===== src/rtl/namuru_fetch_pkg.sv =====
// ---------------------------------------------------------------------------
// namuru_fetch_pkg
//   Shared types and constants for the accumulator fetch engine.
//   - fetch_state_t : FSM states (TS exists only when the build-time macro
//                     NAMURU_FETCH_TIMESTAMP_EN is defined)
//   - WB_SEL_ALL    : byte-select used for every read
//   - IDX_W         : internal word-index width (one spare bit so the
//                     timestamped dump can count to NWORDS=256)
// ---------------------------------------------------------------------------
package namuru_fetch_pkg;

`ifdef NAMURU_FETCH_TIMESTAMP_EN
    typedef enum logic [1:0] {IDLE, REQ, OUT, TS} fetch_state_t;
`else
    typedef enum logic [1:0] {IDLE, REQ, OUT} fetch_state_t;
`endif

    localparam logic [3:0] WB_SEL_ALL = 4'hF;
    localparam int         IDX_W      = 9;

endpackage


===== src/rtl/namuru_fetch_watchdog.sv =====
// ---------------------------------------------------------------------------
// namuru_fetch_watchdog
//   Bus-read watchdog. Counts cycles of an outstanding strobe and flags
//   expiry on the TIMEOUT-th unacknowledged cycle.
//   Ports:
//     clk, rst_n : clock, asynchronous active-low reset
//     clear      : reload the counter to zero (has priority over run)
//     run        : strobe outstanding and not acknowledged this cycle
//     expired    : high in the TIMEOUT-th consecutive run cycle
// ---------------------------------------------------------------------------
module namuru_fetch_watchdog #(
    parameter int TIMEOUT = 255
) (
    input  logic clk,
    input  logic rst_n,
    input  logic clear,
    input  logic run,
    output logic expired
);

    localparam int            CW    = $clog2(TIMEOUT + 1);
    localparam logic [CW-1:0] LIMIT = CW'(TIMEOUT - 1);

    logic [CW-1:0] cnt;

    always_ff @(posedge clk or negedge rst_n) begin
        if (!rst_n) begin
            cnt <= '0;
        end else if (clear) begin
            cnt <= '0;
        end else if (run) begin
            cnt <= cnt + 1'b1;
        end
    end

    // cnt holds the number of run cycles already elapsed, so the cycle in
    // which it reaches TIMEOUT-1 is the TIMEOUT-th one.
    assign expired = run && (cnt == LIMIT);

endmodule


===== src/rtl/namuru_accum_fetch.sv =====
// ---------------------------------------------------------------------------
// namuru_accum_fetch
//   Wishbone read master that drains NWORDS correlator accumulator registers
//   on every rising edge of accum_int and streams them out as valid/ready
//   words. Optional macro NAMURU_FETCH_TIMESTAMP_EN prepends a word holding a
//   free-running cycle count captured at the accepted trigger.
//
//   Stream handshake: a word transfers in any cycle where smp_valid and
//   smp_ready are both high at the rising clock edge; while smp_valid is
//   high and smp_ready low, smp_data/smp_index/smp_last stay unchanged.
//   smp_valid never depends combinationally on smp_ready.
//
//   Ports:
//     sys_clk, sys_rst_n     : clock, asynchronous active-low reset
//     enable                 : accept triggers; low aborts and clears status
//     accum_int              : accumulation interrupt (level)
//     wb_*                   : Wishbone classic read master
//     smp_data/index/last    : stream payload
//     smp_valid / smp_ready  : stream handshake
//     busy                   : FSM not in IDLE
//     overrun_cnt            : saturating count of triggers dropped while busy
//     timeout_err            : sticky bus-timeout flag
// ---------------------------------------------------------------------------
module namuru_accum_fetch
    import namuru_fetch_pkg::*;
#(
    parameter logic [31:0] BASE_ADR   = 32'h0000_0000,
    parameter int          NWORDS     = 16,
    parameter int          ADR_STRIDE = 4,
    parameter int          TIMEOUT    = 255
) (
    input  logic        sys_clk,
    input  logic        sys_rst_n,
    input  logic        enable,
    input  logic        accum_int,
    output logic [31:0] wb_adr_o,
    output logic [31:0] wb_dat_o,
    input  logic [31:0] wb_dat_i,
    output logic [3:0]  wb_sel_o,
    output logic        wb_stb_o,
    output logic        wb_cyc_o,
    output logic        wb_we_o,
    input  logic        wb_ack_i,
    output logic [31:0] smp_data,
    output logic [7:0]  smp_index,
    output logic        smp_last,
    output logic        smp_valid,
    input  logic        smp_ready,
    output logic        busy,
    output logic [7:0]  overrun_cnt,
    output logic        timeout_err
);

`ifdef NAMURU_FETCH_TIMESTAMP_EN
    // Timestamp occupies index 0, so register words run 1..NWORDS.
    localparam logic [IDX_W-1:0] LAST_IDX = IDX_W'(NWORDS);
`else
    localparam logic [IDX_W-1:0] LAST_IDX = IDX_W'(NWORDS - 1);
`endif

    fetch_state_t     state, state_nxt;
    logic [IDX_W-1:0] idx, idx_nxt;
    logic [IDX_W-1:0] word_idx;
    logic             accum_q;
    logic             enable_q;
    logic             trig;
    logic             accept;
    logic             in_req;
    logic             wd_expired;

    assign trig   = accum_int & ~accum_q;
    // enable_q keeps a trigger that coincides with enable rising from
    // starting a dump.
    assign accept = trig & enable & enable_q;
    assign in_req = (state == REQ);

    namuru_fetch_watchdog #(
        .TIMEOUT (TIMEOUT)
    ) u_watchdog (
        .clk     (sys_clk),
        .rst_n   (sys_rst_n),
        .clear   (!in_req || wb_ack_i),
        .run     (in_req && !wb_ack_i),
        .expired (wd_expired)
    );

    always_comb begin
        state_nxt = state;
        idx_nxt   = idx;
        case (state)
            IDLE: begin
                if (accept) begin
                    idx_nxt = '0;
`ifdef NAMURU_FETCH_TIMESTAMP_EN
                    state_nxt = TS;
`else
                    state_nxt = REQ;
`endif
                end
            end
`ifdef NAMURU_FETCH_TIMESTAMP_EN
            TS: begin
                if (!enable) begin
                    state_nxt = IDLE;
                end else if (smp_ready) begin
                    idx_nxt   = 1;
                    state_nxt = REQ;
                end
            end
`endif
            REQ: begin
                // An open bus cycle always runs to ack or timeout; a word
                // fetched after enable dropped is simply not presented.
                if (wb_ack_i) begin
                    state_nxt = enable ? OUT : IDLE;
                end else if (wd_expired) begin
                    state_nxt = IDLE;
                end
            end
            OUT: begin
                if (!enable) begin
                    state_nxt = IDLE;
                end else if (smp_ready) begin
                    if (idx == LAST_IDX) begin
                        state_nxt = IDLE;
                    end else begin
                        idx_nxt   = idx + 1'b1;
                        state_nxt = REQ;
                    end
                end
            end
            default: state_nxt = IDLE;
        endcase
    end

`ifdef NAMURU_FETCH_TIMESTAMP_EN
    logic [31:0] ts_cnt;

    always_ff @(posedge sys_clk or negedge sys_rst_n) begin
        if (!sys_rst_n) begin
            ts_cnt <= '0;
        end else begin
            ts_cnt <= ts_cnt + 32'd1;
        end
    end

    assign word_idx = idx - 1'b1;
`else
    assign word_idx = idx;
`endif

    always_ff @(posedge sys_clk or negedge sys_rst_n) begin
        if (!sys_rst_n) begin
            state       <= IDLE;
            idx         <= '0;
            accum_q     <= 1'b0;
            enable_q    <= 1'b0;
            smp_data    <= '0;
            overrun_cnt <= '0;
            timeout_err <= 1'b0;
        end else begin
            state    <= state_nxt;
            idx      <= idx_nxt;
            accum_q  <= accum_int;
            enable_q <= enable;

            if (in_req && wb_ack_i) begin
                smp_data <= wb_dat_i;
            end
`ifdef NAMURU_FETCH_TIMESTAMP_EN
            else if (state == IDLE && accept) begin
                smp_data <= ts_cnt;
            end
`endif

            if (!enable) begin
                overrun_cnt <= '0;
            end else if (trig && state != IDLE && overrun_cnt != 8'hFF) begin
                overrun_cnt <= overrun_cnt + 8'd1;
            end

            if (!enable) begin
                timeout_err <= 1'b0;
            end else if (wd_expired) begin
                timeout_err <= 1'b1;
            end
        end
    end

    // Bus outputs decode straight from the state register so an
    // asynchronous reset removes cyc/stb immediately.
    assign wb_cyc_o = in_req;
    assign wb_stb_o = in_req;
    assign wb_sel_o = in_req ? WB_SEL_ALL : 4'h0;
    assign wb_adr_o = in_req ? (BASE_ADR + 32'(word_idx) * 32'(ADR_STRIDE)) : 32'h0;
    assign wb_dat_o = 32'h0;
    assign wb_we_o  = 1'b0;

`ifdef NAMURU_FETCH_TIMESTAMP_EN
    assign smp_valid = (state == OUT) || (state == TS);
`else
    assign smp_valid = (state == OUT);
`endif
    assign smp_last  = (state == OUT) && (idx == LAST_IDX);
    assign smp_index = idx[7:0];
    assign busy      = (state != IDLE);

endmodule


===== config.mk =====
export PLATFORM = sky130hd
export DESIGN_NAME = namuru_accum_fetch
export DESIGN_NICKNAME = d
export VERILOG_FILES = /design/src/rtl/namuru_fetch_pkg.sv /design/src/rtl/namuru_fetch_watchdog.sv /design/src/rtl/namuru_accum_fetch.sv
export SDC_FILE = /design/constraint.sdc
export NUM_CORES = 1
export LEC_CHECK = 0
export ABC_AREA = 1
export BUFFER_PORTS_ARGS = -buffer_cell sky130_fd_sc_hd__buf_2
export CORE_ASPECT_RATIO = 1.25
export CORE_MARGIN = 3
export CORE_UTILIZATION = 52
export DETAILED_ROUTE_END_ITERATION = 8
export PLACE_DENSITY = 0.87
export SETUP_SLACK_MARGIN = 0.2
export SYNTH_ARGS = -nofsm -noshare
export SYNTH_HDL_FRONTEND = slang
export SYNTH_HIERARCHICAL = 1
export SYNTH_SLANG_ARGS = --single-unit

===== constraint.sdc =====
create_clock -name sys_clk -period 3.1 [get_ports sys_clk]
set_input_delay 0.62 -clock sys_clk [delete_from_list [all_inputs] [get_ports sys_clk]]
set_output_delay 0.62 -clock sys_clk [all_outputs]
set_load 0.01 [all_outputs]

==> out/qor.csv, run 1 <==
stage,metric,value,unit
status,status,completed,
sta,maximum clock frequency,0.4491,GHz
routing,Vias/cell,4.653,
sta,Worst Skew,0.01105,ns
grt,grt total ovfl,0,
placement,DP Area,0.003963,sq mm
cts,Root Driver,clkbuf_8,
cts,clk buf depth,2,
grt,number of global-route vias before repair,2572,
sta,Rel. slew slack,60.00,%
pwr,internal power,0.002037,W
placement,Placement Setup Slack,1.143,ns
die,Die H,100.2,um
grt,met3 Use GR,5.835,%
pwr,Clock Power Share,22.3,%
placement,Post-DP HPWL,5.533,mm
cts,H-tree levels,3,
cts,CTS tree,done,
grt,antenna violations before repair,1,
routing,WL final,7.234,mm
synth,synth warn,6,
sta,final period utilization,71.83,%
grt,largest net degree at the start of global routing,41,
die,io pins,161,
routing,DRC errors left,0,
cells_and_area,post-route design area,0.004155,sq mm
flow_run,maxcap violations,0,
sta,Worst-Margin Slew,0.5994,ns
sta,Max Slew Vio Count,0,
grt,grt met2 use,29.17,%
synth,synthesized cell area,0.003690,sq mm
synth,sequential area share after synthesis,42.05,%
grt,global route hottest layer,met2,
pwr,switching share of power,34.22,%
cts,CTS hold repair buffers,0,
synth,most frequent cell after synthesis,nand2_1,
sta,Setup TNS Final,0,ns
sta,worst setup margin,0.8734,ns
cells_and_area,post-layout net count,546,
synth,synth top area cells,"dfrtp_1, buf_4, mux2_4, nand2_1, nor2_1",
placement,Buffers on Ports,104,
critical_path,R2R setup slack,1.18,ns
die,die width,81.35,um
min_path,Hold Path Class,in2async,
critical_path,worst path arrival time,1.61,ns
critical_path,Startpoint Class,flip-flop,
grt,gr usage total,18.12,%
sta,fin crit period,2.227,ns
sta,RSZ-0062 raised after global routing,no,
critical_path,Worst setup EP type,primary output,
die,Initial Utilization,54.82,%
sta,Finish-stage setup viols,0,
pwr,worst vdd ir,0.0005181,V
critical_path,CP max stage cell,dfrtp_1,
die,die area,0.008149,sq mm
cells_and_area,# fillers,584,
synth,Synth top area share,42.05,%
synth,"flops & latches, synth",62,
critical_path,kind of critical path,reg2out,
cells_and_area,area grow syn2layout,12.61,%
die,CORE AREA,0.006730,sq mm
pwr,P_sw,0.001060,W
critical_path,"Cell Chain, Critical Path","ha_1, nand3_2, nor3_4, buf_2",
placement,Routability Congestion,0.8472,
cells_and_area,layout cell share with drive strength beyond 1,33.20,%
die,row count,33,
synth,"top cells by count, synth","nand2_1, buf_4, dfrtp_1",
routing,routed length per instance,12.14,um
cts,post-CTS sizing,0,
pwr,Comb pwr share,39.0,%
critical_path,CP max FO,7,
routing,via count,2773,
cts,Num Clock Sinks,62,
critical_path,"slowest stage delay, CP",0.46,ns
critical_path,"Data required, critical path",2.48,ns
synth,Post-synth EDFFs,0,
sta,endpoints failing hold,0,
cells_and_area,ant diodes,0,
pwr,Seq pwr share,38.7,%
routing,Antenna Nets Post-Route,0,
synth,top_reg_cell synth,dfrtp_1,
cts,setup bufs post-CTS,0,
cts,clock latency on the worst-skew pair,0.33,ns
pwr,Pwr Density,745.2,mW/mm^2
synth,asr flop ratio synth,100.0,%
grt,grt met1 use,22.67,%
routing,drt first pass iters,4,
cts,cts bufs inserted,9,
synth,Synth Instances,407,
synth,Synth area leader,dfrtp_1,
synth,Synth cell types,28,
synth,syn_area_per_cell,9.066,sq um
grt,first-pass GRT wire length,11.46,mm
routing,Starting DRT DRC Count,110,
pwr,leakage power,2.293,nW
cts,clock-pin slew on the worst setup and hold paths,0.07,ns
[layer usage]
layer  share of wire, %  up-vias
met2                 49      137
li1                   -     1349
met3                9.5        8
met1                 40     1277
met4               0.76        2
met5              0.097        -
[worst max-delay path, delay by kind of cell (launching register included)]
kind | cells | cell delay [ns]
adders and majority gates | 1 | 0.28
buffers and inverters | 1 | 0.16
DFF | 1 | 0.46
and+or+nand+nor | 2 | 0.37
[area by class of cell]
type | instances | area (sq um) | area share, %
tap | 87 | 108.9 | 2.620
clock buffer | 13 | 148.9 | 3.583
sequential | 62 | 1551 | 37.34
timing repair buffer | 105 | 528.0 | 12.71
clock inverter | 3 | 43.79 | 1.054
inverter | 34 | 127.6 | 3.071
multi-input combinational | 292 | 1647 | 39.63
[metrics by stage]
step / hold WS, ns / util (%) / instances / power (W)
after CTS: 0.2407 / 61.74 / 596 / 0.003134
after floorplan: 0.3244 / - / 462 / 0.002118
after global routing: 0.2620 / 61.74 / 596 / 0.003301
after global placement: 0.4838 / 58.88 / 580 / 0.002382
final: 0.2475 / 61.74 / 596 / 0.003097
after detailed placement: 0.4900 / 58.88 / 580 / 0.002423
[power by group through the flow]
stage	sequential (W)	combinational [W]	clock, W
3_3_place_gp	0.00119	0.00119	0
6_report	0.00120	0.00121	0.000691
4_1_cts	0.00120	0.00122	0.000713
2_1_floorplan	0.00130	0.000822	0
3_5_place_dp	0.00120	0.00123	0
5_1_grt	0.00123	0.00131	0.000758
[worst paths after layout]
path	depth (start not counted)	endpoint	from
worst max register to register	10	u_watchdog/cnt[5]$_DFFE_PN0P_	state[1]$_DFFE_PN0P_
worst min register to register	1	smp_data[2]$_DFFE_PN0P_	smp_data[2]$_DFFE_PN0P_
min in group sys_clk	1	accum_q$_DFF_PN0_	accum_int
worst min-delay path	1	smp_data[21]$_DFFE_PN0P_	sys_rst_n
worst max-delay path	4	smp_last	idx[0]$_DFFE_PN0P_
max in group asynchronous	2	idx[4]$_DFFE_PN0P_	sys_rst_n
[logic make-up after synthesis]
| group | Yosys count | synth area share, % |
|---|---|---|
| AND/OR/NAND/NOR | 181 | 21.70 |
| buffers and inverters | 108 | 18.92 |
| flip-flops | 62 | 42.05 |
| multiplexers | 32 | 12.72 |
| AO/OA/AOI/OAI | 16 | 2.442 |
| adder cells (fa/ha/maj) | 4 | 1.356 |
| XOR/XNOR | 3 | 0.7122 |
| other | 1 | 0.1016 |
[state kept, by name, indices dropped and copies added (netlist names)]
register        cells
timeout_err         1
smp_data           32
overrun_cnt         8
u_watchdog/cnt      8
state               2
enable_q            1
idx                 9
accum_q             1
[cells in the final DEF (no fill, tap or decap), drive strengths merged]
cell and count:
ha 4, nand4 4, clkbuf 13, conb 56, xor2 2, mux2 32
inv 34, bufinv 1, nand2 94, xnor2 1, dfrtp 62, o21bai 1
clkinv 2, a21oi 6, nor2 57, buf 105, nand3 23, o21ai 8
nand3b 1, nor3 2, a31o 1
No activity file was read; power rests on OpenSTA's default activity.
==> run 2, diff against run 1 <==
- CORE_UTILIZATION: 52 -> 48
- PLACE_DENSITY: 0.87 -> 0.81
- clock period: 3.1 -> 2.2 ns (I/O delays scaled with it)
==> run 2 against run 1 <==
  * Sequential cell count unchanged
  * Largest power group unchanged
  * Highest routed layer unchanged
  * Combinational power up 51%
  * Final cell count up 2.2%
  * Total power up 50%
  * Clock power up 66%
  * Global-route usage down 0.78 points
  * Setup slack worse by 0.56 ns
  * Sequential power up 39%
  * Via count up 1.5%
  * Critical path depth unchanged
  * Largest cell class unchanged
==> out/qor.csv, run 2 (same netlist as run 1, synthesis figures left out) <==
stage,metric,value,unit,change
status,status,completed,,
pwr,leakage power,2.350,nW,+2.5%
die,die width,84.42,um,+3.8%
die,Die H,104.0,um,+3.8%
sta,Worst Skew,0.009626,ns,-0.001427 ns
cells_and_area,area grow syn2layout,16.45,%,
grt,number of global-route vias before repair,2679,,+4.2%
grt,grt total ovfl,0,,unchanged
routing,Antenna Nets Post-Route,0,,unchanged
die,io pins,161,,unchanged
sta,endpoints failing hold,0,,unchanged
cells_and_area,post-layout net count,554,,+1.5%
placement,DP Area,0.004016,sq mm,+1.4%
sta,RSZ-0062 raised after global routing,no,,
die,die area,0.008782,sq mm,+7.8%
critical_path,Worst setup EP type,primary output,,
sta,Rel. slew slack,60.40,%,+0.40 points
routing,WL final,7.490,mm,+3.5%
sta,fin crit period,1.882,ns,
cts,Num Clock Sinks,62,,unchanged
critical_path,CP max FO,7,,unchanged
pwr,Pwr Density,1082,mW/mm^2,+45%
flow_run,maxcap violations,0,,unchanged
cells_and_area,layout cell share with drive strength beyond 1,35.59,%,+2.4 points
sta,maximum clock frequency,0.5313,GHz,
cells_and_area,register with the most flip-flops,smp_data,,
grt,gr usage total,17.34,%,-0.78 points
cells_and_area,max reg flops,32,,unchanged
cts,Root Driver,clkbuf_8,,
routing,DRC errors left,0,,unchanged
die,row count,35,,+6.1%
cells_and_area,ant diodes,0,,unchanged
cells_and_area,# fillers,663,,+14%
sta,final period utilization,85.56,%,
cells_and_area,"commonest non-fill, non-tap cell in the layout",buf_2,,
pwr,worst vdd ir,0.0006054,V,+17%
critical_path,"Data required, critical path",1.76,ns,-0.72 ns
cts,H-tree levels,3,,unchanged
routing,via count,2814,,+1.5%
sta,Setup TNS Final,0,ns,unchanged
grt,largest net degree at the start of global routing,39,,-4.9%
cts,clock latency on the worst-skew pair,0.33,ns,about the same
grt,first-pass GRT wire length,12.48,mm,+8.9%
critical_path,cells on worst reg2reg path,9,,-1
routing,routed length per instance,12.30,um,+1.3%
sta,Finish-stage setup viols,0,,unchanged
grt,antenna violations before repair,1,,unchanged
placement,Placement Setup Slack,0.2303,ns,-0.9122 ns
routing,Starting DRT DRC Count,163,,+48%
routing,Vias/cell,4.621,,-0.69%
critical_path,worst path arrival time,1.44,ns,-0.17 ns
placement,Routability Congestion,0.8803,,+3.9%
cts,cts bufs inserted,9,,unchanged
pwr,overall power,0.004650,W,+50%
die,Initial Utilization,49.56,%,-5.3 points
die,CORE AREA,0.007445,sq mm,+11%
critical_path,kind of critical path,reg2out,,
cells_and_area,largest registers,"smp_data x32, idx x9",,
cts,CTS tree,done,,
cells_and_area,most frequent cells in the layout,"buf_2, nand2_1, dfrtp_1",,
placement,Buffers on Ports,104,,unchanged
sta,Max Slew Vio Count,0,,unchanged
cells_and_area,post-route design area,0.004297,sq mm,+3.4%
routing,drt first pass iters,5,,+1
min_path,Hold Path Class,in2async,,
critical_path,Startpoint Class,flip-flop,,
cts,clk buf depth,2,,unchanged
sta,worst setup margin,0.3177,ns,-0.5557 ns
cts,CTS hold repair buffers,0,,unchanged
placement,Post-DP HPWL,5.779,mm,+4.4%
cts,clock-pin slew on the worst setup and hold paths,0.08,ns,about the same
sta,Worst-Margin Slew,0.5940,ns,-0.005445 ns
==> run 2: repair_timing <==
action                                  CTS  global route
buffers inserted                          2             3
endpoints found under the setup margin    1            11
pin swaps                                 0             2
resized for setup                         2             3
endpoints found under the hold margin     0             0
==> run 2: per-layer routing <==
metal | GRT usage (%) | vias to the layer above | share of wire, %
met5 | 0 | - | 0.11
met4 | 6.222 | 2 | 1.2
met3 | 5.468 | 10 | 9.0
li1 | - | 1368 | -
met1 | 20.13 | 1293 | 40
met2 | 29.85 | 141 | 50
==> run 2: path summary, 6_finish.rpt <==
check / from / endpoint / slack, ns
max reg2reg: state[1]$_DFFE_PN0P_ / u_watchdog/cnt[3]$_DFFE_PN0P_ / 0.44
max in group asynchronous: sys_rst_n / smp_data[10]$_DFFE_PN0P_ / 1.48
max: idx[5]$_DFFE_PN0P_ / smp_last / 0.32
min in group sys_clk: accum_int / accum_q$_DFF_PN0_ / 0.23
min: sys_rst_n / smp_data[1]$_DFFE_PN0P_ / 0.10
min reg2reg: smp_data[29]$_DFFE_PN0P_ / smp_data[29]$_DFFE_PN0P_ / 0.51
==> run 2: cell type report <==
type | instances | area (sq um) | share of cell area [%]
clock buffer | 10 | 137.6 | 3.203
timing repair buffer | 113 | 613.1 | 14.27
sequential | 62 | 1554 | 36.17
multi-input combinational | 292 | 1657 | 38.56
clock inverter | 6 | 92.59 | 2.155
tap | 92 | 115.1 | 2.679
inverter | 34 | 127.6 | 2.970
==> run 2: stage by stage <==
stage	std cells	hold WS, ns	util (%)
final	609	0.1028	57.71
after global placement	588	0.4776	53.95
after global routing	609	0.1258	57.71
after floorplan	462	0.1444	-
after CTS	606	0.1045	57.29
after detailed placement	588	0.4814	53.95
==> run 2: where the power goes <==
group / switching, W / internal, W / leakage [nW]
Clock: 0.000471 / 0.000677 / 0.110
Combinational: 0.000913 / 0.000915 / 1.46
Sequential: 0.000199 / 0.00148 / 0.784
==> run 2: worst max-delay path, cell delays in order, from the launching register on <==
cell and delay [ns]:
dfrtp_1 0.45, nor2_1 0.13, nand3_1 0.13, nor3_4 0.23
buf_2 0.17
